**config.mk**
```make
export PLATFORM = sky130hd
export DESIGN_NAME = input_debounce_sync
export DESIGN_NICKNAME = d
export VERILOG_FILES = /design/src/rtl/input_debounce_sync.sv
export SDC_FILE = /design/constraint.sdc
export NUM_CORES = 1
export LEC_CHECK = 0
export BUFFER_PORTS_ARGS = -buffer_cell sky130_fd_sc_hd__buf_2
export CORE_MARGIN = 3
export CORE_UTILIZATION = 45
export DETAILED_ROUTE_END_ITERATION = 8
export GPL_ROUTABILITY_DRIVEN = 0
export HOLD_SLACK_MARGIN = 0.06
export PLACE_DENSITY = 0.65
export SETUP_SLACK_MARGIN = 0.4
export SLEW_MARGIN = 40
export SYNTH_ARGS = -nofsm -noshare
export SYNTH_HDL_FRONTEND = slang
export SYNTH_SLANG_ARGS = --single-unit
```
**constraint.sdc**
```tcl
create_clock -name clk -period 2.1 [get_ports clk]
set_clock_uncertainty 0.15 [all_clocks]
set_input_delay 0.21 -clock clk [delete_from_list [all_inputs] [get_ports clk]]
set_output_delay 0.21 -clock clk [all_outputs]
set_load 0.01 [all_outputs]
```
**src/rtl/input_debounce_sync.sv**
```systemverilog
// Input synchronizer and debounce filter with edge-event handshake.
// Raw pin level is synchronized, filtered, and reported as level, pulses and a pending event.
module input_debounce_sync #(
  parameter int unsigned SYNC_STAGES     = 2,
  parameter int unsigned DEBOUNCE_CYCLES = 8
) (
  input  logic clk,
  input  logic reset,
  input  logic enable,
  input  logic d_async,
  input  logic ack,
  output logic q,
  output logic rise,
  output logic fall,
  output logic event_valid,
  output logic event_dir,
  output logic overrun
);

  localparam int unsigned CNT_W = $clog2(DEBOUNCE_CYCLES);
  localparam logic [CNT_W-1:0] CNT_MAX =
    CNT_W'(DEBOUNCE_CYCLES - 1);

  typedef enum logic [1:0] {
    STABLE_LOW,
    CHECK_HIGH,
    STABLE_HIGH,
    CHECK_LOW
  } state_t;

  logic [SYNC_STAGES-1:0] sync_q;
  logic [SYNC_STAGES-1:0] sync_d;
  logic                   d_sync;

  state_t           state_q;
  state_t           state_d;
  logic [CNT_W-1:0] cnt_q;
  logic [CNT_W-1:0] cnt_d;
  logic             q_q;
  logic             q_d;
  logic             rise_q;
  logic             rise_d;
  logic             fall_q;
  logic             fall_d;

  logic             ev_valid_q;
  logic             ev_valid_d;
  logic             ev_dir_q;
  logic             ev_dir_d;
  logic             ovr_q;
  logic             ovr_d;
  logic             ev_new;

  // Shift the raw level through the synchronizer every cycle.
  always_comb begin
    sync_d = {sync_q[SYNC_STAGES-2:0], d_async};
  end

  assign d_sync = sync_q[SYNC_STAGES-1];

  // Debounce FSM: a new level must persist for the full count.
  always_comb begin
    state_d = state_q;
    cnt_d   = cnt_q;
    q_d     = q_q;
    rise_d  = 1'b0;
    fall_d  = 1'b0;
    if (enable) begin
      unique case (state_q)
        STABLE_LOW: begin
          if (d_sync) begin
            state_d = CHECK_HIGH;
            cnt_d   = '0;
          end
        end
        CHECK_HIGH: begin
          if (!d_sync) begin
            state_d = STABLE_LOW;
            cnt_d   = '0;
          end else if (cnt_q == CNT_MAX) begin
            state_d = STABLE_HIGH;
            cnt_d   = '0;
            q_d     = 1'b1;
            rise_d  = 1'b1;
          end else begin
            cnt_d = cnt_q + 1'b1;
          end
        end
        STABLE_HIGH: begin
          if (!d_sync) begin
            state_d = CHECK_LOW;
            cnt_d   = '0;
          end
        end
        CHECK_LOW: begin
          if (d_sync) begin
            state_d = STABLE_HIGH;
            cnt_d   = '0;
          end else if (cnt_q == CNT_MAX) begin
            state_d = STABLE_LOW;
            cnt_d   = '0;
            q_d     = 1'b0;
            fall_d  = 1'b1;
          end else begin
            cnt_d = cnt_q + 1'b1;
          end
        end
        default: begin
          state_d = STABLE_LOW;
          cnt_d   = '0;
        end
      endcase
    end
  end

  assign ev_new = rise_d | fall_d;

  // Event handshake: a new edge wins over an ack in the same cycle.
  always_comb begin
    ev_valid_d = ev_valid_q;
    ev_dir_d   = ev_dir_q;
    ovr_d      = ovr_q;
    priority case (1'b1)
      ev_new: begin
        ev_valid_d = 1'b1;
        ev_dir_d   = rise_d;
        if (ev_valid_q && !ack) begin
          ovr_d = 1'b1;
        end
      end
      (ev_valid_q && ack): begin
        ev_valid_d = 1'b0;
      end
      default: begin
        ev_valid_d = ev_valid_q;
      end
    endcase
  end

  // State registers with asynchronous reset.
  always_ff @(posedge clk or posedge reset) begin
    if (reset) begin
      sync_q     <= '0;
      state_q    <= STABLE_LOW;
      cnt_q      <= '0;
      q_q        <= 1'b0;
      rise_q     <= 1'b0;
      fall_q     <= 1'b0;
      ev_valid_q <= 1'b0;
      ev_dir_q   <= 1'b0;
      ovr_q      <= 1'b0;
    end else begin
      sync_q     <= sync_d;
      state_q    <= state_d;
      cnt_q      <= cnt_d;
      q_q        <= q_d;
      rise_q     <= rise_d;
      fall_q     <= fall_d;
      ev_valid_q <= ev_valid_d;
      ev_dir_q   <= ev_dir_d;
      ovr_q      <= ovr_d;
    end
  end

  assign q           = q_q;
  assign rise        = rise_q;
  assign fall        = fall_q;
  assign event_valid = ev_valid_q;
  assign event_dir   = ev_dir_q;
  assign overrun     = ovr_q;

endmodule
```
* Word-level counts from Yosys, hierarchy flattened *
Cells that the tools add are included.

cells by class
  reduce and logical (&&, ||, !) cells = 10
  bitwise operators = 1
  eq/ne operators = 12
  $add $sub $neg = 1
  multiplexer cells = 27

operators with widths
  cell                                                 number
  two-way mux 3 bit                                    5
  two-way mux 1 bit                                    13
  two-way mux 2 bit                                    6
  != test 2 bit, second input constant                 6
  case mux 3 bit (4 select lines)                      1
  case mux 2 bit (4 select lines)                      1
  != test 3 bit, second input constant                 2
  AND reduction 6 bit                                  1
  AND reduction 5 bit                                  1
  equality test 2 bit, second input constant           2
  nonzero test 2 bit                                   2
  adder 3 x 1 -> 3 bit, second input constant          1
  equality test 3 bit, second input constant           1
  AND reduction 3 bit                                  1
  equality test 2 x 1 -> 1 bit, second input constant  1
  logical AND 1 bit                                    2
  zero test 2 bit                                      1
  case mux 1 bit (2 select lines)                      1
  AND reduction 2 bit                                  1
  zero test 1 bit                                      1
  bitwise OR 1 bit                                     1

word-level totals
  word-level logic and storage cells = 60
  register bits = 13
  output and inout bits = 6

* Depth between registers and ports, before layout *
Gate-level depths: netlist of the first run.

  word-level depth = 7
  gate-level depth with buffers = 5

* Worst setup path before layout of the first run *
OpenSTA, ideal clock, no wires.

  path kind = register to register
  start point = register cnt_q[0]
  end point = register ovr_q, in the netlist overrun
  stages on the path, launching flop included = 5
  arrival time = 1.240 ns
  library setup time = 0.120 ns
  buffers on the path = 0
  path slack = 0.589 ns
  path through = dfrtp_1 > ha_1 > ha_1 > and3_1 > a41o_2

on the way
  word-level cells in the longest chain between the ends = 7
  elaborated cells between the ends (all ways) = 10

RTL lines
  item                                  line    source
  start: declaration                    37      logic [CNT_W-1:0] cnt_q;
  start signal: assignment              155     cnt_q <= cnt_d;
  equality test 3 bit (*)               80, 99
  two-way mux 1 bit (*)                 80, 99
  two-way mux 1 bit (on tied branches)  77, 96
  two-way mux 1 bit                     69      unique case (state_q)
  two-way mux 1 bit                     68      if (enable) begin
  bitwise OR 1 bit (*)                  116     assign ev_new = rise_d | fall_d;
  AND reduction 2 bit (no line) (*)     -
  end signal: assignment                161     ovr_q <= ovr_d;
  end: declaration                      50      logic ovr_q;

Mark *: on every way between the ends. The rest lies on a longest branch, timed or not.
A chain may end at the register's enable or synchronous reset.

* Final worst setup path of the first run *
Ends and elaborated chain as after synthesis.

==> flow_summary.json, run 1 <==
{
  "fillerInstances": 104,
  "clk-insertion-delay-late_ps": 260,
  "ir_worst_vdd_mv": 0.475,
  "cts.sinks": 13,
  "clock_tree.buffer_depth": 2,
  "post-synth-top-area-cell": "sky130_fd_sc_hd__dfrtp_1",
  "relSlewSlack_pct": 67.8,
  "vias_per_cell": 5.17,
  "die_width_um": 42.2,
  "detailroute.via_count": 393,
  "power_leakage_uw": 0.000350,
  "seq_area_frac_synth_pct": 55.1,
  "grt_pass1_wl_mm": 1.70,
  "r2r_start": "cnt_q[0]",
  "cp.depth": 4,
  "final-setup-viol-count": 0,
  "synth_area_per_cell_um2": 12.3,
  "grt.total_usage_pct": 13.1,
  "synth-seq-cells": 13,
  "min_delay_path_depth": 2,
  "timing_worst_slew_pin_value_ps": 483,
  "critical_path.most_common_cell": "sky130_fd_sc_hd__ha_1",
  "drc": 0,
  "synthDistinctLibCells": 20,
  "dominantRegCellSynth": "sky130_fd_sc_hd__dfrtp_1",
  "finalHoldViolations": 0,
  "max_freq_mhz": 625,
  "worst_setup_path_startpoint": "cnt_q[0]",
  "first_global_vias": 373,
  "drtIter0Drc": 2,
  "synth_enable_flop_cells": 0,
  "fin_tns_setup_ps": 0,
  "run_status": "completed",
  "initial_core_util_pct": 50.4,
  "design.final.nets": 71,
  "ctsRootBufferMaster": "sky130_fd_sc_hd__clkbuf_4",
  "synth_area_leaders": "sky130_fd_sc_hd__dfrtp_1 (55%), sky130_fd_sc_hd__ha_1 (6.4%), sky130_fd_sc_hd__a22o_1 (5.9%), sky130_fd_sc_hd__xor2_4 (4.7%), sky130_fd_sc_hd__o21ai_0 (3.4%)",
  "layout.core_utilization_pct": 58.5,
  "clk_transition_reported_paths_ps": 70,
  "layout_worst_path_cycle_share_pct": 76.2,
  "clock_tree.htree_level_count": 1,
  "detail_route.wl_per_cell_um": 13.1,
  "final_period_minus_worst_setup_slack_ps": 1600,
  "crit_slowest_cell": "sky130_fd_sc_hd__dfrtp_1",
  "synth.top_cell.area_share_pct": 55.1,
  "dpl_cell_area_um2": 639,
  "layout_overhead_on_the_synthesized_area_pct": 16.1,
  "detailed_route_wl_um": 993,
  "final-max-slew-violation-count": 0,
  "r2r.worst_path.cells": 4,
  "synth_warnings": 0,
  "number_of_antenna_violations_at_the_first_check_in_global_routing": 0,
  "critical_path.top_delay_family": "adder cells",
  "synth.most_common_cell": "sky130_fd_sc_hd__dfrtp_1",
  "critical_path.max_fanout": 5,
  "async_reset_ff_share_pct": 100,
  "final_antenna_net_count": 0,
  "p_per_area_nw_per_um2": 653,
  "die_area_um2": 1780,
  "ff2ff_setup_slack_ps": 500,
  "critPathArrivalTime_ps": 1610,
  "unrepaired_setup_endpoints_after_global_routing": "false",
  "num_rows": 12,
  "detailedRoute.firstPassIterationCount": 2,
  "stdcell_area_um2": 686,
  "worstReg2RegEnd": "overrun",
  "largest_net_degree_at_the_start_of_global_routing": 14,
  "dieHeight_um": 42.2,
  "synthesis.area_um2": 591,
  "timing.critical_path.buf_inv": 0,
  "post_synth_most_frequent_cells": "sky130_fd_sc_hd__dfrtp_1 (13), sky130_fd_sc_hd__a22o_1 (4), sky130_fd_sc_hd__nor2_1 (4), sky130_fd_sc_hd__o21ai_0 (4)",
  "post_cts_buffers": 0,
  "crit_type": "reg -> reg",
  "boundaryPins": 11,
  "end_kind": "register",
  "cts_tree": "done",
  "drv.max_cap_violation_count": 0,
  "layoutNonFillerInstCount": 76,
  "synth_instances": 48,
  "placeable_core_area_um2": 1170,
  "layout-drive-gt1-share_pct": 27.4,
  "critical_path_required_ps": 2110,
  "grt.overflow.total": 0,
  "n_antenna_cell": 0,
  "critPathCapture": "overrun",
  "cts-buffers-inserted": 3,
  "hold_path.class": "in -> reg",
  "total_nets_after_synthesis": 56,
  "timing.critical_path.slowest_cell_delay_ps": 400,
  "placedCellCount": 70,
  "cp_cell_sequence": "ha_1 -> ha_1 -> and3_1 -> a41o_2",
  "timing.critical_path.from_type": "register",
  "numPortBuffers": 10
}
metrics by stage:
step	power [µW]	hold WS [ps]	setup WS, ps
3_5_place_dp	303	106	506
4_1_cts	457	73.4	495
3_3_place_gp	303	95.9	564
6_report	448	81.8	499
2_1_floorplan	293	-63.0	589
5_1_grt	476	86.9	430
area by class of cell:
| class | count | area (µm²) | share of cell area (%) |
|---|---|---|---|
| Clock buffer | 4 | 26.3 | 3.83 |
| Inverter | 3 | 11.3 | 1.64 |
| Multi-Input combinational cell | 30 | 235 | 34.3 |
| Sequential cell | 13 | 325 | 47.4 |
| Tap cell | 14 | 17.5 | 2.55 |
| Timing Repair Buffer | 12 | 70.1 | 10.2 |
cell families after synthesis:
logic type / after synthesis / synth area share [%]
buf+inv: 5 / 5.08
xor+xnor: 1 / 4.66
mux: 1 / 1.69
compound gates: 15 / 18.0
fa+ha+maj: 3 / 6.36
simple gates: 10 / 9.11
flops: 13 / 55.1
registers in the layout, summed over array words and instances, names as in the netlist, named ones only:
register / cells
cnt_q: 3
event_dir: 1
event_valid: 1
fall: 1
overrun: 1
q: 1
rise: 1
state_q: 1
sync_q: 2
how the worst min path moves through the flow:
| stage | startpoint | end | slack (ps) |
|---|---|---|---|
| finish | enable | state_q[0] | 80 |
| global route | enable | state_q[0] | 90 |
| CTS | enable | state_q[0] | 70 |
| detailed placement | reset | cnt_q[2] | 110 |
| global placement | reset | cnt_q[2] | 100 |
| floorplan | reset | async pin | -60 |
cell usage in the layout (no fill, tap or decap):
cell                            count
sky130_fd_sc_hd__nor2_1             4
sky130_fd_sc_hd__clkbuf_4           3
sky130_fd_sc_hd__o21ai_0            4
sky130_fd_sc_hd__nor3b_1            1
sky130_fd_sc_hd__buf_2             10
sky130_fd_sc_hd__a21oi_1            3
sky130_fd_sc_hd__inv_1              3
sky130_fd_sc_hd__dlygate4sd3_1      2
sky130_fd_sc_hd__xor2_4             1
sky130_fd_sc_hd__o211ai_1           1
sky130_fd_sc_hd__ha_1               3
sky130_fd_sc_hd__and3_4             1
sky130_fd_sc_hd__nand3_1            2
sky130_fd_sc_hd__and3_1             1
sky130_fd_sc_hd__nand2_1            1
sky130_fd_sc_hd__dfrtp_1           13
sky130_fd_sc_hd__a22o_1             4
sky130_fd_sc_hd__mux2i_1            1
sky130_fd_sc_hd__o21ai_2            1
sky130_fd_sc_hd__a41o_2             1
sky130_fd_sc_hd__clkbuf_1           1
sky130_fd_sc_hd__a41oi_1            1
report_power, final:
group | leakage, µW | switching [µW] | internal (µW)
logic | 0.000167 | 16.5 | 15.6
clock network | 0.0000150 | 73.9 | 73.4
registers | 0.000169 | 9.83 | 258
total | 0.000350 | 100 | 347
worst register-to-register path, delay by kind of cell (launching register included):
family / cells / cell delay, ps
fa+ha+maj: 2 / 440
flops: 1 / 400
compound gates: 1 / 290
simple gates: 1 / 220
layer usage:
metal / GRT usage, % / wire, µm / vias up
li1: - / - / 202
met4: 9.32 / 9 / 0
met2: 19.1 / 482 / 7
met3: 2.58 / 35 / 2
met1: 17.0 / 466 / 182
met5: 0 / 0 / -
what timing repair did:
item,4_1_cts,5_1_grt
resized for setup,0,0
hold buffers,2,0
hold endpoints to repair,14,0
Power figures use the tool's default switching activity.
==> run 2, diff against run 1 <==
==> constraint.sdc (replaced) <==
create_clock -name clk -period 1.55 [get_ports clk]
set_clock_uncertainty 0.15 [all_clocks]
set_input_delay 0.155 -clock clk [delete_from_list [all_inputs] [get_ports clk]]
set_output_delay 0.155 -clock clk [all_outputs]
set_load 0.01 [all_outputs]
==> run 2 against run 1 <==
Net effect:
- global-route usage grew 1.0 points
- final cell count rose by 12%
- non-clock buffer count grew 9
- fmax is 13% higher
- largest power group unchanged
- sequential power up 36%
- largest cell class unchanged
- total power grew 43%
- highest routed layer unchanged
- utilization increased by 9.5 points
==> flow_summary.json, run 2 (synthesized netlist as in run 1, its figures left out) <==
{
  "grt.total_usage_pct": 14.1,
  "grt.overflow.total": 0,
  "mostFrequentLayoutCell": "sky130_fd_sc_hd__dfrtp_1",
  "initial_core_util_pct": 50.4,
  "crit_slowest_cell": "sky130_fd_sc_hd__dfrtp_1",
  "multiInputGateArea_um2": 277,
  "final_antenna_net_count": 0,
  "clk-insertion-delay-late_ps": 280,
  "final_period_minus_worst_setup_slack_ps": 1420,
  "die_area_um2": 1780,
  "critical_path.top_delay_family": "flip-flops",
  "largest_net_degree_at_the_start_of_global_routing": 14,
  "max_freq_mhz": 706,
  "largestRegisters": "cnt_q (3), sync_q (2)",
  "critical_path.max_fanout": 5,
  "clock_tree.buffer_depth": 2,
  "detailed_route_wl_mm": 1.13,
  "drc": 0,
  "placeable_core_area_um2": 1170,
  "numPortBuffers": 10,
  "cp_cell_sequence": "ha_4 -> ha_4 -> and3_4 -> a41o_2",
  "ir_worst_vdd_mv": 0.633,
  "timing.critical_path.from_type": "register",
  "ctsRootBufferMaster": "sky130_fd_sc_hd__clkbuf_4",
  "vias_per_cell": 5.24,
  "timing.critical_path.buf_inv": 0,
  "timing.critical_path.slowest_cell_delay_ps": 420,
  "cts-buffers-inserted": 3,
  "relSlewSlack_pct": 68.2,
  "detail_route.wl_per_cell_um": 13.2,
  "n_antenna_cell": 0,
  "finalHoldViolations": 0,
  "critical_path_required_ps": 1570,
  "largest_register_ff_count": 3,
  "placedCellCount": 72,
  "first_global_vias": 441,
  "pre_cts_slack_ps": 111,
  "num_rows": 12,
  "detailroute.via_count": 445,
  "cts.sinks": 13,
  "worst_slack_ps": 134,
  "run_status": "completed",
  "layout-drive-gt1-share_pct": 43.7,
  "dieHeight_um": 42.2,
  "timing_worst_slew_pin_value_ps": 476,
  "clock_tree.htree_level_count": 1,
  "layout_worst_path_cycle_share_pct": 91.3,
  "drtIter0Drc": 10,
  "die_width_um": 42.2,
  "design.final.nets": 80,
  "grt_pass1_wl_mm": 1.86,
  "fillerInstances": 91,
  "dpl.hpwl_um": 797,
  "crit_type": "reg -> reg",
  "layout_overhead_on_the_synthesized_area_pct": 35.0,
  "critPathArrivalTime_ps": 1430,
  "cts_tree": "done",
  "layout.core_utilization_pct": 68.1,
  "layout.cells.most_common_list": "sky130_fd_sc_hd__dfrtp_1 (13), sky130_fd_sc_hd__buf_2 (10), sky130_fd_sc_hd__buf_4 (8), sky130_fd_sc_hd__nor2_1 (4), sky130_fd_sc_hd__a22o_1 (4)",
  "unrepaired_setup_endpoints_after_global_routing": "true",
  "largest_register": "cnt_q",
  "final-max-slew-violation-count": 0,
  "boundaryPins": 11,
  "fin_tns_setup_ps": 0,
  "p_per_area_nw_per_um2": 804,
  "power_leakage_uw": 0.000384,
  "drv.max_cap_violation_count": 0,
  "detailedRoute.firstPassIterationCount": 4,
  "clk_transition_reported_paths_ps": 70,
  "critical_path.most_common_cell": "sky130_fd_sc_hd__ha_4",
  "register_area_um2": 325,
  "layoutNonFillerInstCount": 85,
  "hold_path.class": "in -> reg",
  "number_of_antenna_violations_at_the_first_check_in_global_routing": 0,
  "stdcell_area_um2": 797,
  "dpl_cell_area_um2": 687,
  "end_kind": "register",
  "final-setup-viol-count": 0
}
run 2: changes by cell type in the layout (fill, tap and decap cells not counted), moves of 2 or more:
cell and change:
sky130_fd_sc_hd__buf_4 +8, sky130_fd_sc_hd__ha_1 -3, sky130_fd_sc_hd__ha_4 +2, sky130_fd_sc_hd__o21ai_0 -3
sky130_fd_sc_hd__o21ai_1 +3
run 2: repair_timing:
item / CTS / global route
endpoints found under the hold margin: 15 / 0
setup buffers: 1 / 5
pin swaps: 6 / 3
setup endpoints to repair: 11 / 14
gates resized for setup: 3 / 0
hold buffers: 3 / 0
run 2: routing by layer:
layer / track usage (%) / wire [µm]
met1: 15.0 / 453
met2: 24.9 / 594
met3: 2.58 / 47
met4: 9.32 / 31
met5: 0 / 0
run 2: metrics by stage:
stage | power [µW] | hold WS, ps
after CTS | 637 | 73.4
final | 641 | 76.4
after global routing | 678 | 82.5
after floorplan | 405 | -118
after global placement | 416 | 24.4
after detailed placement | 420 | 45.0
run 2: power by group:
| part | internal [µW] | total, µW | switching, µW |
|---|---|---|---|
| sequential | 350 | 365 | 15.1 |
| combinational | 38.7 | 70.4 | 31.7 |
| clock | 99.9 | 205 | 105 |
run 2: path summary, 6_finish.rpt:
check	startpoint	slack, ps	to	cells past startpoint
hold / removal	ack	80	event_valid	3
min in group asynchronous	reset	280	cnt_q[2]	3
setup reg to reg	cnt_q[0]	130	overrun	4
max in group asynchronous	reset	650	async pin	3
setup / recovery	cnt_q[0]	130	overrun	4
hold reg to reg	sync_q[0]	200	sync_q[1]	0
run 2: worst min-delay path, cell delays in order:
cell	delay, ps
sky130_fd_sc_hd__buf_2	100
sky130_fd_sc_hd__inv_1	70
sky130_fd_sc_hd__a22o_1	150
run 2: layout make-up:
cell class              count  area share, %
flip-flops and latches     13           40.8
well taps                  14           2.20
inverters                   3           1.41
clock buffers               4           3.30
multi-input cells          30           34.7
repair buffers             21           17.6
==> run 3, diff against run 2 <==
--- a/config.mk
+++ b/config.mk
@@ -6,12 +6,12 @@
 export NUM_CORES = 1
 export LEC_CHECK = 0
 export BUFFER_PORTS_ARGS = -buffer_cell sky130_fd_sc_hd__buf_2
-export CORE_MARGIN = 3
-export CORE_UTILIZATION = 45
+export CORE_AREA = 3 3 40 42
 export DETAILED_ROUTE_END_ITERATION = 8
+export DIE_AREA = 0 0 43 45
 export GPL_ROUTABILITY_DRIVEN = 0
 export HOLD_SLACK_MARGIN = 0.06
-export PLACE_DENSITY = 0.65
+export PLACE_DENSITY = 0.64
 export SETUP_SLACK_MARGIN = 0.4
 export SLEW_MARGIN = 40
 export SYNTH_ARGS = -nofsm -noshare
==> constraint.sdc (replaced) <==
create_clock -name clk -period 1.55 [get_ports clk]
set_clock_uncertainty 0.15 [all_clocks]
set_input_delay 0.31 -clock clk [delete_from_list [all_inputs] [get_ports clk]]
set_output_delay 0.31 -clock clk [all_outputs]
set_load 0.01 [all_outputs]
==> run 3 against run 2 <==
Net effect:
- fmax is essentially flat
- clock-buffer cell count decreased by 1
- first-iteration DRC count fell by 70%
- global-route usage fell by 1.6 points
- sequential share of layout area is 3.4 points lower
- total power up 1.2%
- worst setup slack is essentially flat
- critical path depth unchanged
- register-to-register slack hardly changed
- non-clock buffer count is 3 higher
- largest cell class unchanged
- highest routed layer unchanged
==> flow_summary.json, run 3 (synthesized netlist as in run 1, its figures left out) <==
{
  "run_status": "completed",
  "relSlewSlack_pct": 75.5,
  "cts.sinks": 13,
  "drc": 0,
  "critPathArrivalTime_ps": 1440,
  "ctsRootBufferMaster": "sky130_fd_sc_hd__clkbuf_4",
  "timing.critical_path.buf_inv": 0,
  "layout_worst_path_cycle_share_pct": 91.4,
  "final_antenna_net_count": 0,
  "layoutNonFillerInstCount": 89,
  "crit_type": "reg -> reg",
  "layout_overhead_on_the_synthesized_area_pct": 47.9,
  "layout-drive-gt1-share_pct": 58.1,
  "detailroute.via_count": 439,
  "worst_hold_startpoint": "ack",
  "max_freq_mhz": 706,
  "numPortBuffers": 10,
  "p_comb_share_pct": 9.9,
  "unrepaired_setup_endpoints_after_global_routing": "true",
  "drv.max_cap_violation_count": 0,
  "r2r_start": "cnt_q[0]",
  "dpl_cell_area_um2": 688,
  "placedCellCount": 73,
  "drtIter0Drc": 3,
  "boundaryPins": 11,
  "ir_worst_vdd_mv": 0.467,
  "finalHoldViolations": 0,
  "placeable_core_area_um2": 1280,
  "grt.overflow.total": 0,
  "critical_path.top_delay_family": "flip-flops",
  "dieHeight_um": 45,
  "clk-insertion-delay-late_ps": 280,
  "worst_setup_path_startpoint": "cnt_q[0]",
  "largest_register": "cnt_q",
  "detail_route.wl_per_cell_um": 12.6,
  "stdcell_area_um2": 873,
  "clk_transition_reported_paths_ps": 90,
  "grt_pass1_wl_mm": 1.77,
  "clock_tree.buffer_depth": 2,
  "final_period_minus_worst_setup_slack_ps": 1420,
  "n_antenna_cell": 0,
  "dpl.hpwl_um": 725,
  "critical_path.most_common_cell": "sky130_fd_sc_hd__ha_4",
  "switching_power_summed_over_all_nets_uw": 170,
  "die_width_um": 43,
  "critical_path_required_ps": 1570,
  "fin_tns_setup_ps": 0,
  "total_power_uw": 648,
  "layout.cells.most_common_list": "sky130_fd_sc_hd__dfrtp_1 (12), sky130_fd_sc_hd__buf_4 (12), sky130_fd_sc_hd__buf_2 (10), sky130_fd_sc_hd__a22o_1 (4)",
  "number_of_antenna_violations_at_the_first_check_in_global_routing": 0,
  "num_rows": 13,
  "final-max-slew-violation-count": 0,
  "largest_net_degree_at_the_start_of_global_routing": 14,
  "p_clk_share_pct": 33.4,
  "clock_tree.htree_level_count": 1,
  "hold_path.class": "in -> reg",
  "detailed_route_wl_mm": 1.12,
  "power_leakage_uw": 0.000400,
  "cp_cell_sequence": "ha_4 -> ha_4 -> and3_4 -> a41o_2",
  "timing.critical_path.from_type": "register",
  "first_global_vias": 424,
  "largestRegisters": "cnt_q (3), sync_q (2)",
  "vias_per_cell": 4.93,
  "p_per_area_nw_per_um2": 742,
  "critical_path.max_fanout": 5,
  "end_kind": "register",
  "swShare_pct": 26.2,
  "grt.total_usage_pct": 12.5,
  "cts_tree": "done",
  "crit_slowest_cell": "sky130_fd_sc_hd__dfrtp_1",
  "detailedRoute.firstPassIterationCount": 2,
  "cts-buffers-inserted": 3,
  "p_int_uw": 478,
  "initial_core_util_pct": 46.0,
  "timing.critical_path.slowest_cell_delay_ps": 410,
  "design.final.nets": 83,
  "final-setup-viol-count": 0,
  "share_seq_of_total_power_pct": 56.7,
  "largest_register_ff_count": 3,
  "timing_worst_slew_pin_value_ps": 367,
  "die_area_um2": 1940
}
## run 3: worst paths after layout
kind	to	slack [ps]	cells past startpoint
setup / recovery	overrun	130	4
hold / removal	event_valid	200	3
setup reg to reg	overrun	130	4
hold reg to reg	sync_q[1]	210	0
max in group asynchronous	sync_q[1]	680	3
min in group asynchronous	sync_q[0]	360	3
## run 3: timing repair
action / CTS / global route
gates cloned: 0 / 0
pin swaps: 4 / 8
endpoints found under the hold margin: 14 / 0
endpoints found under the setup margin: 17 / 30
gates resized for setup: 3 / 11
buffers inserted: 6 / 4
hold buffers: 2 / 0
## run 3: cell type report
type                            count  area [µm²]
Clock buffer                        3        22.5
Clock inverter                      1        5.00
Fill cell                         106         412
Inverter                            3        15.0
Multi-Input combinational cell     30         325
Sequential cell                    13         327
Tap cell                           15        18.8
Timing Repair Buffer               24         160
## run 3: routing by layer
layer  up-vias  global-route usage (%)  share of wire, %
met1       203                    15.2                42
met4         0                    9.04               2.0
met5         -                       0                 0
met2        10                    20.1                51
met3         2                    2.39               5.3
li1        224                       -                 -
## run 3: worst reg2reg max path: cells and delay by family, from the launching register on
family	cells	cell delay [ps]
compound gates	1	210
fa+ha+maj	2	350
flops	1	410
simple gates	1	190
## run 3: power groups by stage
stage | Sequential (µW) | Combinational (µW) | Clock (µW)
global route | 369 | 71.2 | 234
floorplan | 368 | 36.9 | 0
CTS | 365 | 58.5 | 223
global placement | 371 | 47.4 | 0
finish | 367 | 64.1 | 217
detailed placement | 371 | 48.2 | 0
## run 3: through the flow
step	hold slack, ps	utilization (%)	worst slack (ps)
floorplan	37.0	-	154
global placement	187	53.6	137
detailed placement	189	53.6	121
CTS	190	61.6	146
global route	205	68.0	91.6
finish	198	68.0	134
